### config.mk
export PLATFORM = sky130hd
export DESIGN_NAME = apb_master_arbiter_flat
export DESIGN_NICKNAME = d
export VERILOG_FILES = /design/src/rtl/apb_master_arbiter_pkg.sv /design/src/rtl/apb_master_arbiter_if.sv /design/src/rtl/apb_master_arbiter_rr_arbiter.sv /design/src/rtl/apb_master_arbiter.sv /design/src/flat_wrapper.sv
export SDC_FILE = /design/constraint.sdc
export NUM_CORES = 1
export LEC_CHECK = 0
export ABC_AREA = 0
export ABC_CLOCK_PERIOD_IN_PS = 4780
export CAP_MARGIN = 25
export CORE_MARGIN = 5
export CORE_UTILIZATION = 44
export CTS_CLUSTER_DIAMETER = 30
export CTS_CLUSTER_SIZE = 25
export DETAILED_ROUTE_END_ITERATION = 16
export PLACE_DENSITY = 0.95
export SLEW_MARGIN = 0
export SYNTH_ARGS = -nofsm -noshare
export SYNTH_HDL_FRONTEND = slang
export SYNTH_HIERARCHICAL = 1
export SYNTH_SLANG_ARGS = --single-unit
### constraint.sdc
create_clock -name PCLK -period 4.78 [get_ports PCLK]
set_input_delay 0.956 -clock PCLK [delete_from_list [all_inputs] [get_ports PCLK]]
set_output_delay 0.956 -clock PCLK [all_outputs]
set_load 0.02 [all_outputs]
### src/rtl/apb_master_arbiter_pkg.sv
// -----------------------------------------------------------------------------
// apb_arb_pkg
//   Shared types and constants for the APB master arbiter.
//   - state_t   : transfer FSM states (IDLE, SETUP, ACCESS)
//   - CNT_W     : width of the ACCESS-phase cycle counter
//   - req_idx_w : index width needed to address n requesters
// -----------------------------------------------------------------------------
package apb_arb_pkg;

  typedef enum logic [1:0] {
    IDLE   = 2'd0,
    SETUP  = 2'd1,
    ACCESS = 2'd2
  } state_t;

  // ACCESS_CYCLES tops out at 15, so four bits always suffice.
  localparam int CNT_W = 4;

  // $clog2(1) is 0; keep at least one bit so index vectors stay legal.
  function automatic int req_idx_w(input int n);
    return (n > 1) ? $clog2(n) : 1;
  endfunction

endpackage

### src/rtl/apb_master_arbiter_if.sv
// -----------------------------------------------------------------------------
// apb_master_arbiter_if
//   Bundles the requester handshake and the APB bus of the arbiter.
//   Requester side : req_valid/req_write/req_addr/req_wdata in,
//                    req_ready/rsp_valid/rsp_rdata out (one bit per requester,
//                    requester i in slice i of the packed field vectors).
//   APB side       : PSELx/PWRITE/PADDR/PWDATA out, PRDATA in.
//   modport master : the arbiter (APB master, serves the requesters).
//   modport slave  : everything around it (requesters plus APB slave).
// -----------------------------------------------------------------------------
interface apb_master_arbiter_if #(
  parameter int N_REQ      = 4,
  parameter int ADDR_WIDTH = 8,
  parameter int DATA_WIDTH = 32
);

  logic [N_REQ-1:0]            req_valid;
  logic [N_REQ-1:0]            req_write;
  logic [N_REQ*ADDR_WIDTH-1:0] req_addr;
  logic [N_REQ*DATA_WIDTH-1:0] req_wdata;
  logic [N_REQ-1:0]            req_ready;
  logic [N_REQ-1:0]            rsp_valid;
  logic [DATA_WIDTH-1:0]       rsp_rdata;

  logic                        PSELx;
  logic                        PWRITE;
  logic [ADDR_WIDTH-1:0]       PADDR;
  logic [DATA_WIDTH-1:0]       PWDATA;
  logic [DATA_WIDTH-1:0]       PRDATA;

  modport master (
    input  req_valid, req_write, req_addr, req_wdata, PRDATA,
    output req_ready, rsp_valid, rsp_rdata, PSELx, PWRITE, PADDR, PWDATA
  );

  modport slave (
    output req_valid, req_write, req_addr, req_wdata, PRDATA,
    input  req_ready, rsp_valid, rsp_rdata, PSELx, PWRITE, PADDR, PWDATA
  );

endinterface

### src/rtl/apb_master_arbiter_rr_arbiter.sv
// -----------------------------------------------------------------------------
// apb_rr_arbiter
//   Purely combinational round-robin pick. Scans req upward starting at ptr,
//   wrapping at N_REQ, and reports the first set bit.
//   req   in  N_REQ  pending requests
//   ptr   in  IDX_W  highest-priority index (always < N_REQ)
//   grant out N_REQ  one-hot winner (0 when nothing pending)
//   idx   out IDX_W  winner index
//   any   out 1      at least one request pending
// -----------------------------------------------------------------------------
module apb_rr_arbiter
  import apb_arb_pkg::*;
#(
  parameter  int N_REQ = 4,
  localparam int IDX_W = req_idx_w(N_REQ)
) (
  input  logic [N_REQ-1:0] req,
  input  logic [IDX_W-1:0] ptr,
  output logic [N_REQ-1:0] grant,
  output logic [IDX_W-1:0] idx,
  output logic             any
);

  int               pos_i;
  logic [IDX_W-1:0] pos;

  // NOTE: every variable written in this block gets a default first, so no
  // path leaves a value unassigned and no latch is inferred.
  always_comb begin
    grant = '0;
    idx   = '0;
    any   = 1'b0;
    pos_i = 0;
    pos   = '0;
    for (int k = 0; k < N_REQ; k++) begin
      // Wrap at N_REQ, not at 2**IDX_W, so unused indices are never visited.
      pos_i = int'(ptr) + k;
      if (pos_i >= N_REQ) pos_i = pos_i - N_REQ;
      pos = IDX_W'(pos_i);
      if (!any && req[pos]) begin
        any        = 1'b1;
        grant[pos] = 1'b1;
        idx        = pos;
      end
    end
  end

endmodule

### src/rtl/apb_master_arbiter.sv
// -----------------------------------------------------------------------------
// apb_master_arbiter
//   Shares one APB bus between N_REQ requesters. In IDLE a round-robin winner
//   is accepted (req_ready pulse) and its fields are registered onto the bus;
//   SETUP lasts one cycle, ACCESS lasts ACCESS_CYCLES cycles (no PREADY), then
//   the winner gets a one-cycle rsp_valid pulse with the read data (0 for
//   writes). Accept-to-response latency is 2+ACCESS_CYCLES cycles.
//   PCLK    in  bus clock, rising edge
//   PRESETn in  asynchronous active-low reset
//   bus     master modport of apb_master_arbiter_if (handshake + APB)
// -----------------------------------------------------------------------------
module apb_master_arbiter
  import apb_arb_pkg::*;
#(
  parameter int N_REQ         = 4,
  parameter int ADDR_WIDTH    = 8,
  parameter int DATA_WIDTH    = 32,
  parameter int ACCESS_CYCLES = 1
) (
  input logic                  PCLK,
  input logic                  PRESETn,
  apb_master_arbiter_if.master bus
);

  localparam int              IDX_W    = req_idx_w(N_REQ);
  localparam logic [CNT_W-1:0] ACC_LAST = CNT_W'(ACCESS_CYCLES - 1);

  state_t                  state_q, state_d;
  logic [IDX_W-1:0]        ptr_q;
  logic [IDX_W-1:0]        win_idx;
  logic [N_REQ-1:0]        grant;
  logic [N_REQ-1:0]        owner_q;
  logic                    any_req;
  logic                    accept;
  logic                    acc_last;
  logic [CNT_W-1:0]        cnt_q;
  logic                    sel_write;
  logic [ADDR_WIDTH-1:0]   sel_addr;
  logic [DATA_WIDTH-1:0]   sel_wdata;

  apb_rr_arbiter #(.N_REQ(N_REQ)) u_rr (
    .req   (bus.req_valid),
    .ptr   (ptr_q),
    .grant (grant),
    .idx   (win_idx),
    .any   (any_req)
  );

  assign acc_last = (state_q == ACCESS) && (cnt_q == ACC_LAST);

  // Fields of the current winner; only sampled in the accepting cycle.
  always_comb begin
    sel_write = 1'b0;
    sel_addr  = '0;
    sel_wdata = '0;
    for (int i = 0; i < N_REQ; i++) begin
      if (grant[i]) begin
        sel_write = bus.req_write[i];
        sel_addr  = bus.req_addr[i*ADDR_WIDTH +: ADDR_WIDTH];
        sel_wdata = bus.req_wdata[i*DATA_WIDTH +: DATA_WIDTH];
      end
    end
  end

  always_comb begin
    state_d = state_q;
    accept  = 1'b0;
    unique case (state_q)
      // Gating with PRESETn keeps req_ready low while reset is asserted,
      // even though the FSM already sits in IDLE.
      IDLE: begin
        if (any_req && PRESETn) begin
          accept  = 1'b1;
          state_d = SETUP;
        end
      end
      SETUP:   state_d = ACCESS;
      ACCESS:  if (acc_last) state_d = IDLE;
      default: state_d = IDLE;
    endcase
  end

  assign bus.req_ready = accept ? grant : '0;

  // NOTE: sequential state uses non-blocking assignments so every register
  // samples pre-edge values, independent of block ordering.
  always_ff @(posedge PCLK or negedge PRESETn) begin
    if (!PRESETn) state_q <= IDLE;
    else          state_q <= state_d;
  end

  // NOTE: every register here is a control or bus register, so all of them
  // are cleared by the async reset; an in-flight transfer is simply dropped.
  always_ff @(posedge PCLK or negedge PRESETn) begin
    if (!PRESETn) begin
      ptr_q         <= '0;
      owner_q       <= '0;
      cnt_q         <= '0;
      bus.PSELx     <= 1'b0;
      bus.PWRITE    <= 1'b0;
      bus.PADDR     <= '0;
      bus.PWDATA    <= '0;
      bus.rsp_valid <= '0;
      bus.rsp_rdata <= '0;
    end else begin
      bus.rsp_valid <= '0;

      if (accept) begin
        ptr_q      <= (int'(win_idx) == N_REQ - 1) ? '0 : win_idx + 1'b1;
        owner_q    <= grant;
        bus.PSELx  <= 1'b1;
        bus.PWRITE <= sel_write;
        bus.PADDR  <= sel_addr;
        bus.PWDATA <= sel_wdata;
      end

      if (state_q == SETUP)                    cnt_q <= '0;
      else if (state_q == ACCESS && !acc_last) cnt_q <= cnt_q + 1'b1;

      // Last ACCESS edge: close the transfer; PADDR/PWDATA keep their value.
      if (acc_last) begin
        bus.PSELx     <= 1'b0;
        bus.rsp_valid <= owner_q;
        bus.rsp_rdata <= bus.PWRITE ? '0 : bus.PRDATA;
      end
    end
  end

endmodule
### src/flat_wrapper.sv
// flat-port wrapper written by rule: the top's interface ports become plain ports
module apb_master_arbiter_flat import apb_arb_pkg::*;
#(
  parameter int N_REQ         = 4,
  parameter int ADDR_WIDTH    = 8,
  parameter int DATA_WIDTH    = 32,
  parameter int ACCESS_CYCLES = 1
)
  (PCLK, PRESETn, bus_req_valid, bus_req_write, bus_req_addr, bus_req_wdata, bus_PRDATA, bus_req_ready, bus_rsp_valid, bus_rsp_rdata, bus_PSELx, bus_PWRITE, bus_PADDR, bus_PWDATA);
  apb_master_arbiter_if #(.N_REQ(N_REQ), .ADDR_WIDTH(ADDR_WIDTH), .DATA_WIDTH(DATA_WIDTH)) bus_i ();
  input logic PCLK;
  input logic PRESETn;
  input wire logic [$bits(bus_i.req_valid)-1:0] bus_req_valid;
  input wire logic [$bits(bus_i.req_write)-1:0] bus_req_write;
  input wire logic [$bits(bus_i.req_addr)-1:0] bus_req_addr;
  input wire logic [$bits(bus_i.req_wdata)-1:0] bus_req_wdata;
  input wire logic [$bits(bus_i.PRDATA)-1:0] bus_PRDATA;
  output wire logic [$bits(bus_i.req_ready)-1:0] bus_req_ready;
  output wire logic [$bits(bus_i.rsp_valid)-1:0] bus_rsp_valid;
  output wire logic [$bits(bus_i.rsp_rdata)-1:0] bus_rsp_rdata;
  output wire logic [$bits(bus_i.PSELx)-1:0] bus_PSELx;
  output wire logic [$bits(bus_i.PWRITE)-1:0] bus_PWRITE;
  output wire logic [$bits(bus_i.PADDR)-1:0] bus_PADDR;
  output wire logic [$bits(bus_i.PWDATA)-1:0] bus_PWDATA;
  assign bus_i.req_valid = bus_req_valid;
  assign bus_i.req_write = bus_req_write;
  assign bus_i.req_addr = bus_req_addr;
  assign bus_i.req_wdata = bus_req_wdata;
  assign bus_i.PRDATA = bus_PRDATA;
  assign bus_req_ready = bus_i.req_ready;
  assign bus_rsp_valid = bus_i.rsp_valid;
  assign bus_rsp_rdata = bus_i.rsp_rdata;
  assign bus_PSELx = bus_i.PSELx;
  assign bus_PWRITE = bus_i.PWRITE;
  assign bus_PADDR = bus_i.PADDR;
  assign bus_PWDATA = bus_i.PWDATA;
  apb_master_arbiter #(.N_REQ(N_REQ), .ADDR_WIDTH(ADDR_WIDTH), .DATA_WIDTH(DATA_WIDTH), .ACCESS_CYCLES(ACCESS_CYCLES)) u_core (.PCLK(PCLK), .PRESETn(PRESETn), .bus(bus_i));
endmodule
==> out/results.md <==
• 9 — Num CTS Buffers
• sky130_fd_sc_hd__clkbuf_16 — Clock Tree Root
• 28 — largest fanout of any net on the critical path
• 710 mW/mm^2 — areal power density over the cells
• 40.8% — area share of the leading cell type in the synthesized netlist
• 0.06 ns — register clock-pin slew on the reported worst setup and hold paths
• 5 — number of iterations in the first detailed-routing pass
• 0 — final-report setup violation count
• sky130_fd_sc_hd__dfrtp_1 — cell taking the most area after synthesis
• 283 — number of input and output port buffers inserted
• 43.4% — relative slew slack
• 100% — share of synthesized flip-flops with an asynchronous set or reset
• 94.1% — Final period util
• 2 — Max Buffers Root-to-Sink
• 22.0% — sequential fraction of design power
• 0 — antenna diode count
• 24.0% — Total Routing Usage GR
• 0.62 ns — Largest stage delay, worst path
• finished, final reports clean — status
• built — clock tree from TritonCTS
• sky130_fd_sc_hd__mux4_2 — library cell contributing the largest single delay on the critical path
• 0.00552 sq mm — cell area after synthesis
• 65.7% — share of total power in combinational logic
• 0.00868 sq mm — area of all placed cells without fillers
• 3.42 mW — internal power
• 44.3% — initial cell density of the core
• reg -> reg — class of the worst hold path
• 0 — setup repair bufs after CTS
• 1081 — Final nets
• in -> out — crit path kind
• 0 — global-route congestion overflow total
• 0 — count of maximum capacitance violations
• buffers and inverters — Largest delay share family, worst path
• 5585 — via count of the first global-routing pass
• primary input — crit start category
• sky130_fd_sc_hd__dfrtp_1 — main flop type after synthesis
• 18600 um — drt total wl
• sky130_fd_sc_hd__clkdlybuf4s50_1 — most used cell, CP
• 3.54 ns — critical path arrival
• 836 — post-synth net total
• 6 — Ys Warns
• 0.0149 sq mm — floorplan die area
• 122 um — Vert. Die Dim
• 2 — sum of buffers and inverters on the critical path
• 40.8% — fraction of the yosys area taken by sequential cells
• 41 — total number of placement rows
• 0.33 ns — clock insertion delay at the later pin of the skew report
• 0.00836 sq mm — placed cell area
• 0 — Final Hold Fails
• 3 — maximum level of the CTS H-tree
• 69.6% — core occupancy in the finished layout
• 5.47 — Vias/cell
• 0.0125 sq mm — placeable core region
• 2.74 mW — net switching component of the power
• 49 — number of unique standard cell types used by synthesis
• 28300 um — wire length of the first global-routing pass
• 222 MHz — maximum frequency from static timing analysis
• 0.497 mV — VDD IR-drop max
• 0 — cts-stage hold buffer count
• sky130_fd_sc_hd__dfrtp_1 (41%), sky130_fd_sc_hd__a221o_1 (7.4%), sky130_fd_sc_hd__nand3b_1 (5.6%) — main area contributors after synthesis
• 13800 um — dpl hpwl
• 0.498 ns — smallest hold slack
• 0.884 — final weighted congestion in routability-driven placement
• 122 um — die width
• 5730 — routed vias
• 0.00694 ns — clock tree skew after final layout
• 376 — number of DRC markers after the initial detailed-route iteration
• primary output — Critical Path End Type
• 0 — Pins Over Slew Limit
• 3.46 nW — leakage power summed over all cells
• no — unrepaired setup endpoints after global routing
• 90 — clock sink count
• 44.5% — fraction of power spent switching nets
• 5.48% — share of cells above drive strength 1
• 0.849 ns — Tightest Pin Transition
• 12.4% — share of power burned in the clock network
• 4.50 ns — minimum period implied by the final worst setup slack
• 0.290 ns — placement-stage worst setup slack
• 90 — number of register bits inferred by synthesis
• 1 — number of antenna violations at the first check in global routing
• 0.282 ns — worst setup margin
• 626 — Gate Count Post-Synth
• 0 — number of synthesized flops with an enable pin
• clkdlybuf4s50_1 -> mux4_2 -> nor3_1 -> nand2b_1 -> and4bb_4 -> and2_1 -> clkdlybuf4s50_1 — Cell Chain, Critical Path
• 0 ns — final setup TNS
• 284 — Top Ports
• 83 — largest net degree at the start of global routing
• 17.8 um — routed length per instance
• 0 — post-CTS resize count
• 57.2% — area delta synth->final
• 8.82 sq um — Mapped Avg Cell Area
• 3.82 ns — required time of the worst setup path
• 0 — DR DRC count
• 0 — post-route ant nets
[final timing paths]
kind | startpoint | to | slack [ns] | cells after the start
setup / recovery | bus_req_valid[3] | bus_req_ready[1] | 0.28 | 7
hold / removal | u_core/bus.rsp_rdata[22] | u_core/bus.rsp_rdata[22] | 0.50 | 2
setup reg to reg | u_core/ptr_q[0] | u_core/bus.PWDATA[5] | 1.00 | 10
hold reg to reg | u_core/bus.rsp_rdata[22] | u_core/bus.rsp_rdata[22] | 0.50 | 2
max in group asynchronous | PRESETn | u_core/bus.rsp_rdata[13] | 2.99 | 3
min in group asynchronous | PRESETn | u_core/bus.PWDATA[30] | 0.75 | 2
[per-stage QoR]
step	total power, mW	cells
after global placement	5.30	1031
after CTS	6.20	1048
after global routing	6.58	1048
final	6.16	1048
after detailed placement	5.42	1032
after floorplan	4.09	626
[synth_stat cells (3+ instances only)]
library cell,number
sky130_fd_sc_hd__nand3b_1,41
sky130_fd_sc_hd__a221o_1,41
sky130_fd_sc_hd__a31oi_1,41
sky130_fd_sc_hd__nand2_1,44
sky130_fd_sc_hd__mux2_2,3
sky130_fd_sc_hd__clkbuf_1,22
sky130_fd_sc_hd__a21oi_1,41
sky130_fd_sc_hd__buf_4,7
sky130_fd_sc_hd__a22oi_1,8
sky130_fd_sc_hd__and2_1,4
sky130_fd_sc_hd__nand2b_1,36
sky130_fd_sc_hd__dfrtp_1,90
sky130_fd_sc_hd__o21ai_0,14
sky130_fd_sc_hd__o21bai_1,4
sky130_fd_sc_hd__buf_6,10
sky130_fd_sc_hd__buf_2,18
sky130_fd_sc_hd__o21ai_1,56
sky130_fd_sc_hd__inv_1,51
sky130_fd_sc_hd__nor2_1,49
sky130_fd_sc_hd__ha_1,8
[layer usage]
| layer | vias up | routed length (um) | global-route usage (%) |
|---|---|---|---|
| met5 | - | 19 | 0 |
| met4 | 2 | 471 | 9.03 |
| met3 | 40 | 1970 | 7.66 |
| met2 | 282 | 9090 | 40.8 |
| met1 | 2680 | 7060 | 28.3 |
| li1 | 2726 | - | - |
[layout by cell type, fill, tap and decap left out, types with 8 or more instances in the layout]
cell type	n
sky130_fd_sc_hd__clkdlybuf4s50_1	282
sky130_fd_sc_hd__dfrtp_1	90
sky130_fd_sc_hd__o21ai_1	56
sky130_fd_sc_hd__inv_1	51
sky130_fd_sc_hd__nor2_1	49
sky130_fd_sc_hd__nand2_1	44
sky130_fd_sc_hd__nand3b_1	41
sky130_fd_sc_hd__a21oi_1	41
sky130_fd_sc_hd__a221o_1	41
sky130_fd_sc_hd__a31oi_1	41
sky130_fd_sc_hd__nand2b_1	36
sky130_fd_sc_hd__buf_4	11
sky130_fd_sc_hd__o21ai_0	10
sky130_fd_sc_hd__clkbuf_16	9
sky130_fd_sc_hd__ha_1	8
sky130_fd_sc_hd__a22oi_1	8
[worst reg2reg max path: stages (launching register included)]
cell and delay (ns):
sky130_fd_sc_hd__dfrtp_1 0.68, sky130_fd_sc_hd__inv_1 0.14, sky130_fd_sc_hd__ha_1 0.39, sky130_fd_sc_hd__mux4_2 0.44
sky130_fd_sc_hd__nor4b_4 0.41, sky130_fd_sc_hd__a22oi_1 0.17, sky130_fd_sc_hd__o21ai_4 0.09, sky130_fd_sc_hd__buf_4 0.63
sky130_fd_sc_hd__a21oi_1 0.19, sky130_fd_sc_hd__a221o_1 0.37, sky130_fd_sc_hd__a31oi_1 0.18
[registers in the layout, summed over array words and instances, names as in the netlist]
name / count
u_core/cnt_q: 4
u_core/bus.PSELx: 1
u_core/bus.rsp_rdata: 32
u_core/bus.rsp_valid: 4
u_core/state_q: 2
u_core/bus.PWRITE: 1
u_core/bus.PADDR: 8
u_core/bus.PWDATA: 32
u_core/owner_q: 4
u_core/ptr_q: 2
[power by group through the flow]
stage          Sequential (mW)  Clock (mW)  Combinational (mW)
6_report                  1.35       0.762                4.05
5_1_grt                   1.40       0.810                4.37
4_1_cts                   1.35       0.780                4.07
3_5_place_dp              1.37           0                4.05
3_3_place_gp              1.35           0                3.95
2_1_floorplan             1.71           0                2.39
[logic make-up (layout without fill, tap and decap cells)]
logic type / Yosys count / after routing / synth area share, %
flip-flops: 90 / 90 / 40.8
AO/OA/AOI/OAI: 218 / 218 / 25.8
multiplexers: 9 / 9 / 2.74
buffers and inverters: 111 / 361 / 9.90
adder cells (fa/ha/maj): 8 / 8 / 1.81
AND/OR/NAND/NOR: 190 / 190 / 18.9
[area by class of cell]
class,count,area [sq um]
Clock buffer,10,229
Clock inverter,6,90.1
Inverter,51,191
Tap cell,172,215
Fill cell,963,3780
Sequential cell,90,2250
Timing Repair Buffer,294,2930
Multi-Input combinational cell,425,2770
Note: power is estimated with default switching activity, not from simulation.
